**src/rtl/muldiv_pkg.sv**
```systemverilog
// muldiv_pkg: shared encodings, FSM states and constants for the RV32M
// iterative multiply/divide unit.

package muldiv_pkg;

   // funct3 encodings of the M-extension operations
   localparam logic [2:0] OP_MUL    = 3'b000;
   localparam logic [2:0] OP_MULH   = 3'b001;
   localparam logic [2:0] OP_MULHSU = 3'b010;
   localparam logic [2:0] OP_MULHU  = 3'b011;
   localparam logic [2:0] OP_DIV    = 3'b100;
   localparam logic [2:0] OP_DIVU   = 3'b101;
   localparam logic [2:0] OP_REM    = 3'b110;
   localparam logic [2:0] OP_REMU   = 3'b111;

   // Results forced for the architecturally defined corner cases
   localparam logic [31:0] DIV_BY_ZERO_Q = 32'hFFFF_FFFF;
   localparam logic [31:0] INT_MIN       = 32'h8000_0000;

   typedef enum logic [1:0] {
      IDLE = 2'd0,
      CALC = 2'd1,
      DONE = 2'd2
   } muldiv_state_e;

   // funct3[2] separates divide/remainder from multiply
   function automatic logic op_is_div(input logic [2:0] op);
      return op[2];
   endfunction

   // rs1 is treated as signed for MUL, MULH, MULHSU, DIV, REM
   function automatic logic op_signed_a(input logic [2:0] op);
      return (op == OP_MUL) || (op == OP_MULH) || (op == OP_MULHSU) ||
             (op == OP_DIV) || (op == OP_REM);
   endfunction

   // rs2 is treated as signed for MUL, MULH, DIV, REM
   function automatic logic op_signed_b(input logic [2:0] op);
      return (op == OP_MUL) || (op == OP_MULH) ||
             (op == OP_DIV) || (op == OP_REM);
   endfunction

endpackage : muldiv_pkg

```
**src/rtl/muldiv_step.sv**
```systemverilog
// muldiv_step: one iteration of the shared 64-bit datapath.
//   multiply: shift-add, multiplier in acc[31:0], partial product grows in
//             the upper half and everything shifts right by one.
//   divide:   restoring step, dividend bits shift out of acc[31:0] into the
//             partial remainder in the upper half; quotient bits shift in at
//             acc[0].

module muldiv_step
   import muldiv_pkg::*;
#(
   parameter int XLEN = 32
) (
   input  logic [2*XLEN-1:0] acc_i,
   input  logic [XLEN-1:0]   opnd_i,
   input  logic              is_div_i,
   output logic [2*XLEN-1:0] acc_o
);

   logic [XLEN:0]   mul_sum;
   logic [XLEN:0]   div_rem;
   logic            div_ge;
   logic [XLEN-1:0] div_upper;

   // Single iteration: add-and-shift-right for multiply, trial subtract and
   // shift-left for divide
   always_comb begin
      mul_sum   = {1'b0, acc_i[2*XLEN-1:XLEN]} + (acc_i[0] ? {1'b0, opnd_i} : '0);
      // partial remainder shifted left with the next dividend bit appended
      div_rem   = acc_i[2*XLEN-1:XLEN-1];
      div_ge    = (div_rem >= {1'b0, opnd_i});
      // when the subtract succeeds the difference is below the divisor, so
      // the low XLEN bits hold it exactly
      div_upper = div_ge ? (div_rem[XLEN-1:0] - opnd_i) : div_rem[XLEN-1:0];
      if (is_div_i) begin
         acc_o = {div_upper, acc_i[XLEN-2:0], div_ge};
      end else begin
         acc_o = {mul_sum, acc_i[XLEN-1:1]};
      end
   end

endmodule : muldiv_step

```
**src/rtl/muldiv_unit.sv**
```systemverilog
// muldiv_unit: iterative RV32M multiply/divide with a fixed 33-cycle latency.
//
// Handshake: when busy=0 the unit samples start (with op/a/b) on a rising
// edge and accepts it unless flush is also high; busy is then high for 32
// cycles, followed by a single-cycle done pulse with result valid. start is
// accepted again in the done cycle for back-to-back operation. start while
// busy=1 is ignored. flush cancels anything in flight without a done pulse.

module muldiv_unit
   import muldiv_pkg::*;
#(
   parameter int XLEN = 32
) (
   input  logic            clk,
   input  logic            rst_n,
   input  logic            start,
   input  logic            flush,
   input  logic [2:0]      op,
   input  logic [XLEN-1:0] a,
   input  logic [XLEN-1:0] b,
   output logic            busy,
   output logic            done,
   output logic [XLEN-1:0] result,
   output muldiv_state_e   dbg_state_o
);

   localparam logic [5:0] LAST_ITER = 6'(XLEN - 1);

   muldiv_state_e     state_q, state_d;
   logic [5:0]        cnt_q, cnt_d;
   logic [2:0]        op_q, op_d;
   logic [XLEN-1:0]   a_q, a_d;
   logic [XLEN-1:0]   b_q, b_d;
   logic [2*XLEN-1:0] acc_q, acc_d;
   logic [XLEN-1:0]   opnd_q, opnd_d;
   logic              neg_res_q, neg_res_d;
   logic              neg_rem_q, neg_rem_d;
   logic [XLEN-1:0]   result_q, result_d;

   logic              sign_a, sign_b;
   logic [XLEN-1:0]   mag_a, mag_b;
   logic [2*XLEN-1:0] acc_nxt;
   logic [2*XLEN-1:0] prod_s;
   logic [XLEN-1:0]   quo_s, rem_s;
   logic              div_ovf;
   logic [XLEN-1:0]   final_res;
   logic              accept;

   // Operand signs and magnitudes from the live inputs, used only on accept
   always_comb begin
      sign_a = op_signed_a(op) & a[XLEN-1];
      sign_b = op_signed_b(op) & b[XLEN-1];
      mag_a  = sign_a ? -a : a;
      mag_b  = sign_b ? -b : b;
   end

   muldiv_step #(
      .XLEN (XLEN)
   ) u_step (
      .acc_i    (acc_q),
      .opnd_i   (opnd_q),
      .is_div_i (op_is_div(op_q)),
      .acc_o    (acc_nxt)
   );

   // Sign fix-up and corner-case override applied to the last iteration's
   // output, so the result register loads on the edge into DONE
   always_comb begin
      prod_s  = neg_res_q ? -acc_nxt : acc_nxt;
      quo_s   = neg_res_q ? -acc_nxt[XLEN-1:0] : acc_nxt[XLEN-1:0];
      rem_s   = neg_rem_q ? -acc_nxt[2*XLEN-1:XLEN] : acc_nxt[2*XLEN-1:XLEN];
      div_ovf = (a_q == INT_MIN) && (b_q == '1);
      final_res = '0;
      case (op_q)
         OP_MUL:                        final_res = prod_s[XLEN-1:0];
         OP_MULH, OP_MULHSU, OP_MULHU:  final_res = prod_s[2*XLEN-1:XLEN];
         OP_DIV: begin
            if (b_q == '0)   final_res = DIV_BY_ZERO_Q;
            else if (div_ovf) final_res = INT_MIN;
            else              final_res = quo_s;
         end
         OP_DIVU:           final_res = (b_q == '0) ? DIV_BY_ZERO_Q : quo_s;
         OP_REM: begin
            if (b_q == '0)    final_res = a_q;
            else if (div_ovf) final_res = '0;
            else              final_res = rem_s;
         end
         OP_REMU:           final_res = (b_q == '0) ? a_q : rem_s;
         default:           final_res = '0;
      endcase
   end

   // Next-state logic: flush wins, otherwise IDLE/DONE may accept and CALC
   // iterates until the last count
   always_comb begin
      state_d   = state_q;
      cnt_d     = cnt_q;
      op_d      = op_q;
      a_d       = a_q;
      b_d       = b_q;
      acc_d     = acc_q;
      opnd_d    = opnd_q;
      neg_res_d = neg_res_q;
      neg_rem_d = neg_rem_q;
      result_d  = result_q;
      accept    = 1'b0;
      if (flush) begin
         state_d = IDLE;
         cnt_d   = '0;
      end else begin
         case (state_q)
            IDLE: accept = start;
            CALC: begin
               acc_d = acc_nxt;
               cnt_d = cnt_q + 6'd1;
               if (cnt_q == LAST_ITER) begin
                  state_d  = DONE;
                  result_d = final_res;
               end
            end
            DONE: begin
               state_d = IDLE;
               accept  = start;
            end
            default: state_d = IDLE;
         endcase
      end
      if (accept) begin
         state_d   = CALC;
         cnt_d     = '0;
         op_d      = op;
         a_d       = a;
         b_d       = b;
         acc_d     = {{XLEN{1'b0}}, mag_a};
         opnd_d    = mag_b;
         neg_res_d = sign_a ^ sign_b;
         neg_rem_d = sign_a;
      end
   end

   // State, counter, latched operands and result registers
   always_ff @(posedge clk or negedge rst_n) begin
      if (!rst_n) begin
         state_q   <= IDLE;
         cnt_q     <= '0;
         op_q      <= '0;
         a_q       <= '0;
         b_q       <= '0;
         acc_q     <= '0;
         opnd_q    <= '0;
         neg_res_q <= 1'b0;
         neg_rem_q <= 1'b0;
         result_q  <= '0;
      end else begin
         state_q   <= state_d;
         cnt_q     <= cnt_d;
         op_q      <= op_d;
         a_q       <= a_d;
         b_q       <= b_d;
         acc_q     <= acc_d;
         opnd_q    <= opnd_d;
         neg_res_q <= neg_res_d;
         neg_rem_q <= neg_rem_d;
         result_q  <= result_d;
      end
   end

   assign busy        = (state_q == CALC);
   assign done        = (state_q == DONE);
   assign result      = result_q;
   assign dbg_state_o = state_q;

endmodule : muldiv_unit

```
**config.mk**
```make
export PLATFORM = sky130hd
export DESIGN_NAME = muldiv_unit
export DESIGN_NICKNAME = d
export VERILOG_FILES = /design/src/rtl/muldiv_pkg.sv /design/src/rtl/muldiv_step.sv /design/src/rtl/muldiv_unit.sv
export SDC_FILE = /design/constraint.sdc
export NUM_CORES = 1
export LEC_CHECK = 0
export CAP_MARGIN = 20
export CORE_AREA = 3 3 178 180
export DETAILED_ROUTE_END_ITERATION = 6
export DIE_AREA = 0 0 181 183
export PLACE_DENSITY = 0.79
export SLEW_MARGIN = 5
export SYNTH_ARGS = -nofsm -noshare
export SYNTH_HDL_FRONTEND = slang
export SYNTH_SLANG_ARGS = --single-unit
export TNS_END_PERCENT = 100
```
**constraint.sdc**
```tcl
create_clock -name clk -period 7.1 [get_ports clk]
set_input_delay 1.775 -clock clk [delete_from_list [all_inputs] [get_ports clk]]
set_output_delay 1.775 -clock clk [all_outputs]
set_load 0.01 [all_outputs]
```
# Yosys cells after proc, flatten, opt, wreduce, memory -nomap -nowiden
# Cells that the tools add are included.
# totals
word_cells,87
output_inout_bits,36
ff_bits,205
# classes
mux,27
n_addsub,8
bitwise,4
reduce_logical,18
eq_ne,19
order_cmp,1
# ops
op,n
32-bit two-way mux,12
64-bit two-way mux,5
32-bit case mux with 6 select lines,1
32-bit negation,4
32-bit equality test (second input constant),2
64-bit negation,1
32-bit by 33-bit adder with 33-bit output,1
33-bit by 32-bit >= comparator with 1-bit output,1
32-bit zero test,1
32-bit subtractor,1
3-bit equality test (second input constant),6
6-bit two-way mux,3
3-bit by 2-bit equality test with 1-bit output (second input constant),3
6-bit by 1-bit adder with 6-bit output (second input constant),1
3-bit by 1-bit equality test with 1-bit output (second input constant),2
6-bit by 5-bit equality test with 1-bit output (second input constant),1
3-bit zero test,2
1-bit logical OR,6
2-bit two-way mux,3
4-bit by 2-bit != test with 1-bit output (second input constant),1
2-bit case mux with 2 select lines,1
2-bit AND reduction,2
3-bit != test (second input constant),1
3-bit AND reduction,1
other kinds (13),15

# Logic depth before layout (Yosys ltp)
# Gate-level depths: netlist of run 1.
# logic_depth
word_depth,8
depth_mapped,22
mapped_depth_nobuf,20

# Cells and area by module
# From an unflattened synthesis of run 1, not the netlist that was laid out.
# unflattened
cells_unflattened,2189
area_unflattened_um2,17290.3
# by_module_without_submodules
module,cells_per_inst,n_inst,seq_area_each_um2,area_per_inst_um2
muldiv_unit,1507,1,5104.9,12600.8
muldiv_step,682,1,0.0,4689.5

# Worst setup path after synthesis of run 1
# Ideal clock, no wire load.
# synth_path
kind,register to register
from,reg acc_q[33]
to,reg result_q[28] (netlist: result[28])
path_stages_with_launch,20
setup_time_ns,0.123
slack_ns,2.424
arrival_time_ns,4.553
required_time_ns,6.977
synth_period_minus_slack_ns,4.676
cell_sequence,dfrtp_1 ha_1 o211ai_1 a21o_1 a21oi_2 o211ai_2 buf_2 a41o_1 ha_1 nand2_1 or3_1 or2_1 or3_4 nor2_4 nand2_1 or4_4 o41ai_2 xnor2_1 o221ai_1 o221a_2
# synth_between
elab_chain_cells,8
elab_cells_between_ends,18
# synth_lines
element,line,source
start: declaration,muldiv_unit.sv:34,"logic [2*XLEN-1:0] acc_q, acc_d;"
start signal: assignment,muldiv_unit.sv:149,acc_q <= '0;
start signal: assignment,muldiv_unit.sv:160,acc_q <= acc_d;
32-bit subtractor or 33-bit by 32-bit >= comparator with 1-bit output (tied branches),"muldiv_step.sv:33, muldiv_step.sv:30",
32-bit two-way mux,muldiv_step.sv:33,div_upper = div_ge ? (div_rem[XLEN-1:0] - opnd_i) : div_rem[XLEN-1:0];
64-bit two-way mux *,muldiv_step.sv:34,if (is_div_i) begin
32-bit negation,muldiv_unit.sv:71,rem_s = neg_rem_q ? -acc_nxt[2*XLEN-1:XLEN] : acc_nxt[2*XLEN-1:XLEN];
32-bit two-way mux,muldiv_unit.sv:71,
32-bit two-way mux,muldiv_unit.sv:85,else if (div_ovf) final_res = '0;
32-bit two-way mux,muldiv_unit.sv:84,if (b_q == '0) final_res = a_q;
32-bit case mux with 6 select lines *,muldiv_unit.sv:74,case (op_q)
end signal: assignment,muldiv_unit.sv:164,result_q <= result_d;
end: declaration,muldiv_unit.sv:38,"logic [XLEN-1:0] result_q, result_d;"
# Every way passes the cells marked *; elsewhere a longest branch is shown, timed or not.
# A chain may end at the register's enable or synchronous reset.

# Worst setup path after layout of run 1
# layout_path
from,reg acc_q[0]
to,reg result_q[31] (netlist: result[31])
# layout_between
elab_chain_cells,8
elab_cells_between_ends,16
# layout_lines
element,line,source
32-bit two-way mux,muldiv_step.sv:27,"mul_sum = {1'b0, acc_i[2*XLEN-1:XLEN]} + (acc_i[0] ? {1'b0, opnd_i} : '0);"
32-bit by 33-bit adder with 33-bit output,muldiv_step.sv:27,
64-bit two-way mux *,muldiv_step.sv:34,
32-bit negation (on tied branches),"muldiv_unit.sv:71, muldiv_unit.sv:70",
32-bit two-way mux (on tied branches),"muldiv_unit.sv:71, muldiv_unit.sv:70",
32-bit two-way mux (on tied branches),"muldiv_unit.sv:85, muldiv_unit.sv:79",
32-bit two-way mux (on tied branches),"muldiv_unit.sv:84, muldiv_unit.sv:78",
32-bit case mux with 6 select lines *,muldiv_unit.sv:74,
# Marks and branches as above.

==> metrics.txt, run 1 <==
GRT Util Overall=40.1%; critical path fanouts, max=34; async set-reset flop share out of synthesis=100%; Critical-path top delay cell=dfrtp_1; Detailed Place HPWL=52100 um; Synth top area share=28.4%; Initial Utilization=59.2%; fillcell total=2553; Die H=183 um; gr ovfl total=0; core area=0.0303 mm^2; slew margin rel.=32.5%; Final Max Tran Viols=0; initial antenna violation count=1; largest net degree at the start of global routing=122; layout cell share with drive strength beyond 1=6.02%; post-synth top area cell=dfrtp_1; Tightest Pin Transition=1.01 ns; Post-Syn Area=0.0180 mm^2; EDFF count, synth=0; Post-CTS Setup Bufs=0; DIE AREA=0.0331 mm^2; CP Class=reg -> reg; antenna-violating nets left=0; post-layout min period=5.77 ns; top_reg_cell synth=dfrtp_1; dpl ws=1.35 ns; RSZ-0062 raised after global routing=no; vias=19300; clk slew on worst S/H paths=0.06 ns; top cells by area, synth=dfrtp_1 28%, nand2_1 9.1%, o21ai_0 6.2%; total power=8.39 mW; global-route wire length before repair=105000 um; final hold slack=0.480 ns; max incr delay on CP=1.00 ns; vias in the first global route=18000; post_cts resized=0; worst-case clock buffer depth=3; Yosys reg bits=204; Critical Path RT=7.53 ns; Final Hold Viols=0; DR WL/cell=24.6 um; Crit. path cell count=17; CTS root buffer=clkbuf_16; CP Capture Type=flop; Ys Warns=0; Critical path buffers and inverters=1; DRT Wirelength=69100 um; top cells by count, synth=436 x nand2_1, 222 x o21ai_0, 204 x dfrtp_1; hold buffers post-CTS=0; NumNets Final=2533; Worst setup SP type=flop; Worst-Skew Late Latency=0.57 ns; PortBufs=106; post-DR vias/cell=6.89; cells along the critical path=and2_1 > ha_1 > inv_1 > fa_1 > nand2b_1 > a21oi_1 > o21ai_0 > a31oi_1 > mux2i_1 > o21ai_0 > a31oi_1 > nand4_1 > nor4_1 > nand4b_1 > mux2i_1 > a2111oi_0 > a21oi_1; Syn Inst Count=2360; Total Neg Setup Slack=0 ns; outcome=completed; critical path data arrival time=6.20 ns; Multi-input gate area=0.0120 mm^2; total CTS buffers=25; Hold Crit Depth=2; CTS tree=yes; Netlist cell types=104; FP Rows=64; period utilisation layout=81.2%; sequential-to-total area share from yosys stat=28.4%; DRT Pass-1 Iters=6; crit-path leading delay family=compound AO/OA/AOI/OAI gates; Sequential Area=0.00511 mm^2; # H-tree levels=1; max-cap viol count=0; syn nets=2502; Worst Skew=0.0416 ns; Worst R2R Path Depth=17; initial DRC count=2626; final setup vio count=0; P_leak=8.53 nW; Mean Syn Cell Area=7.62 um^2; min setup slack post-route=1.33 ns; Tightest Hold Check Type=reg -> reg; most frequent cell after synthesis=nand2_1; P per Cell Area=416 mW/mm^2; VDD IR max=0.195 mV; chip width=181 um; n_diodes=0; clk sinks=204; R2R setup slack=1.33 ns; top-level port count=107; detailed-route DRC error count=0; Layout area overhead=12.0%; f_max=173 MHz; Final GP Congestion=1.06
## kinds of logic (layout without fill, tap and decap cells)
kind of cell             Yosys count  count (layout)  synth area share [%]
buffers and inverters            214             264                  4.84
adder cells (fa/ha/maj)           71              71                  5.02
flip-flops                       204             204                  28.4
AO/OA/AOI/OAI                    731             731                  26.2
AND/OR/NAND/NOR                  896             896                  23.1
multiplexers                      55              55                  3.31
XOR/XNOR                         189             189                  9.21
## state kept, by name, indices dropped and copies added, names as in the netlist
register	cells
a_q	32
acc_q	64
b_q	32
cnt_q	6
dbg_state_o	2
neg_rem_q	1
neg_res_q	1
op_q	3
opnd_q	31
result	32
## worst paths after layout
check	startpoint	end
setup / recovery	acc_q[0]$_DFFE_PN0P_	result[31]$_DFFE_PN0P_
setup reg to reg	acc_q[0]$_DFFE_PN0P_	result[31]$_DFFE_PN0P_
min in group asynchronous	rst_n	acc_q[54]$_DFFE_PN0P_
max in group asynchronous	rst_n	op_q[2]$_DFFE_PN0P_
hold / removal	result[0]$_DFFE_PN0P_	result[0]$_DFFE_PN0P_
hold reg to reg	result[0]$_DFFE_PN0P_	result[0]$_DFFE_PN0P_
## layer usage
layer | global-route usage [%] | routed length [um] | vias up | share of wire (%)
li1 | - | - | 8595 | -
met1 | 54.7 | 27500 | 9192 | 40
met2 | 62.1 | 29700 | 1303 | 43
met3 | 10.0 | 8610 | 230 | 12
met4 | 15.4 | 3280 | 2 | 4.8
met5 | 0 | 17 | - | 0.025
## where the power goes
group / internal (mW) / switching, mW
clock: 0.833 / 0.564
combinational: 1.74 / 3.42
sequential: 1.41 / 0.418
## area by class of cell
class	instances	share of cell area, %
Clock buffer	34	3.62
Clock inverter	12	0.777
Inverter	82	1.53
Multi-Input combinational cell	1942	59.8
Sequential cell	204	25.4
Tap cell	396	2.46
Timing Repair Buffer	136	6.47
## tightest hold or removal path: stages, from the launching register on
cell and delay [ns]:
dfrtp_1 0.34, nand2_1 0.05, o21ai_0 0.06
## placed cells by master (no fill, tap or decap), drive strengths merged, types with 43 or more instances in the layout
cell type	Yosys	final
dfrtp	204	204
mux2i	46	46
nor2	157	157
nand2	436	436
o21ai	236	236
clkdlybuf4s50	0	105
inv	81	85
xnor2	107	107
ha	69	69
xor2	82	82
a21oi	173	173
nor3	46	46
nand4	45	45
and2	43	43
## stage by stage
step	instance area [um^2]	instances	utilization (%)
6_report	20100	2806	66.4
5_1_grt	20100	2806	66.4
4_1_cts	20100	2806	66.4
3_5_place_dp	19300	2760	63.4
3_3_place_gp	19300	2760	63.4
2_1_floorplan	18000	2360	-
Power figures use the tool's default switching activity.
==> inputs of run 2 (changes only) <==
--- a/config.mk
+++ b/config.mk
@@ -6,10 +6,10 @@
 export NUM_CORES = 1
 export LEC_CHECK = 0
 export CAP_MARGIN = 20
-export CORE_AREA = 3 3 178 180
+export CORE_AREA = 3 3 184 186
 export DETAILED_ROUTE_END_ITERATION = 6
-export DIE_AREA = 0 0 181 183
-export PLACE_DENSITY = 0.79
+export DIE_AREA = 0 0 187 189
+export PLACE_DENSITY = 0.78
 export SLEW_MARGIN = 5
 export SYNTH_ARGS = -nofsm -noshare
 export SYNTH_HDL_FRONTEND = slang
==> constraint.sdc (replaced) <==
create_clock -name clk -period 5.05 [get_ports clk]
set_input_delay 1.2625 -clock clk [delete_from_list [all_inputs] [get_ports clk]]
set_output_delay 1.2625 -clock clk [all_outputs]
set_load 0.01 [all_outputs]
==> metrics.txt, run 2 (synthesis gave the netlist of run 1 again) <==
P per Cell Area=594 mW/mm^2; outcome=completed; met1 Use GR=53.7%; Worst Skew=0.0202 ns; top-level port count=107; critical path data arrival time=5.37 ns; Final GP Congestion=1.06; CTS tree=yes; critical path fanouts, max=7; VDD IR max=0.319 mV; Critical Path RT=5.48 ns; initial antenna violation count=4; most frequent CP cell=nand2_1; clk slew on worst S/H paths=0.06 ns; Tightest Hold Check Type=reg -> reg; Detailed Place HPWL=56200 um; Die H=189 um; P_leak=8.92 nW; Final Hold Viols=0; Final Max Tran Viols=0; max incr delay on CP=0.71 ns; PortBufs=106; total power=12.4 mW; commonest non-fill, non-tap cell in the layout=nand2_1; met3 GRT Util=9.31%; Worst-Skew Late Latency=0.57 ns; final setup vio count=0; detailed-route DRC error count=0; DRT Wirelength=72700 um; clk sinks=204; layout cell share with drive strength beyond 1=9.58%; most frequent cells in the layout=436 x nand2_1, 221 x o21ai_0, 203 x dfrtp_1, 167 x a21oi_1, 150 x nor2_1; FP Rows=66; gr ovfl total=0; # H-tree levels=1; GRT Util Overall=39.9%; chip width=187 um; total CTS buffers=25; CP Class=reg -> reg; cells along the critical path=ha_1 > a21oi_1 > o211ai_1 > nand3_1 > and3_4 > a41o_1 > ha_2 > nand2_1 > or3_1 > or2_1 > or3_4 > nor2_4 > buf_4 > nand2_1 > nand2_1 > xor2_1 > a221oi_1 > buf_4 > o21ai_0; layer with the highest usage=met2; Top reg by flops=acc_q; largest net degree at the start of global routing=92; initial DRC count=2474; Total Neg Setup Slack=0 ns; post-DR vias/cell=6.64; max-cap viol count=0; global-route wire length before repair=110000 um; DRT Pass-1 Iters=6; period utilisation layout=97.8%; Worst R2R Path Depth=19; vias=19500; DR WL/cell=24.7 um; DIE AREA=0.0353 mm^2; met2 Usage GRT=61.7%; f_max=203 MHz; post-layout min period=4.94 ns; Critical-path top delay cell=a221oi_1; Initial Utilization=55.4%; max reg flops=64; Hold Crit Depth=2; NumNets Final=2622; fillcell total=2863; core area=0.0325 mm^2; Tightest Pin Transition=0.900 ns; CTS root buffer=clkbuf_16; vias in the first global route=18600; Worst setup SP type=flop; worst-case clock buffer depth=3; slew margin rel.=39.8%; CP Capture Type=flop; antenna-violating nets left=0; Layout area overhead=16.3%
-- run 2: changes by cell type in the layout (fill, tap and decap cells not counted), moves of 2 or more --
cell      change
clkbuf_8      -2
nor3_1        -2
nor3_2        +2
ha_2          +8
buf_12        +4
ha_1          -9
inv_6         -4
a21oi_1       -2
clkbuf_1      +7
clkinv_2      -2
buf_4        +85
-- run 2: path summary, 6_finish.rpt --
check | to | slack (ns) | start
min in group asynchronous | opnd_q[25]$_DFFE_PN0P_ | 0.70 | rst_n
setup reg to reg | result[2]$_DFFE_PN0P_ | 0.11 | acc_q[61]$_DFFE_PN0P_
setup / recovery | result[2]$_DFFE_PN0P_ | 0.11 | acc_q[61]$_DFFE_PN0P_
hold / removal | result[1]$_DFFE_PN0P_ | 0.46 | result[1]$_DFFE_PN0P_
hold reg to reg | result[1]$_DFFE_PN0P_ | 0.46 | result[1]$_DFFE_PN0P_
max in group asynchronous | b_q[30]$_DFFE_PN0P_ | 3.18 | rst_n
-- run 2: per-layer routing --
metal  share of wire, %  vias up
met5               0.16        -
met4                5.0        4
met3                 12      218
met2                 43     1235
met1                 40     9300
li1                   -     8751
-- run 2: worst max-delay path, delay by kind of cell, from the launching register on --
family	cells	cell delay (ns)
fa+ha+maj	2	0.60
simple gates	9	1.82
flops	1	0.42
compound gates	5	1.47
xor+xnor	1	0.08
buf+inv	2	0.42
-- run 2: layout make-up --
type                       instances  area, um^2  share of cell area, %
multi-input combinational       1942       12100                   57.9
timing repair buffer             225        2020                   9.66
clock inverter                     4        85.1                  0.407
clock buffer                      39         728                   3.48
tap                              442         553                   2.64
inverter                          82         308                   1.47
sequential                       204        5110                   24.4
antenna                            1        2.50                 0.0120
-- run 2: stage by stage --
step | instances | hold WS, ns | utilization [%] | setup slack, ns | cell area [um^2]
after floorplan | 2360 | 0.459 | - | 0.374 | 18000
after global routing | 2938 | 0.513 | 64.4 | -0.0350 | 20900
after CTS | 2935 | 0.470 | 64.1 | 0.126 | 20800
after detailed placement | 2892 | 0.457 | 61.6 | 0.138 | 20000
final | 2939 | 0.464 | 64.4 | 0.113 | 20900
after global placement | 2892 | 0.453 | 61.6 | 0.180 | 20000
-- run 2: power by group --
part           switching [mW]  leakage, nW  internal, mW
clock                   0.764        0.397          1.09
combinational            5.13         5.90          2.97
sequential              0.481         2.62          1.99
-- run 2: timing repair --
action                                  CTS  global route
buffers inserted                          0             3
hold buffers                              0             0
resized for setup                         0            16
endpoints found under the setup margin    0            16
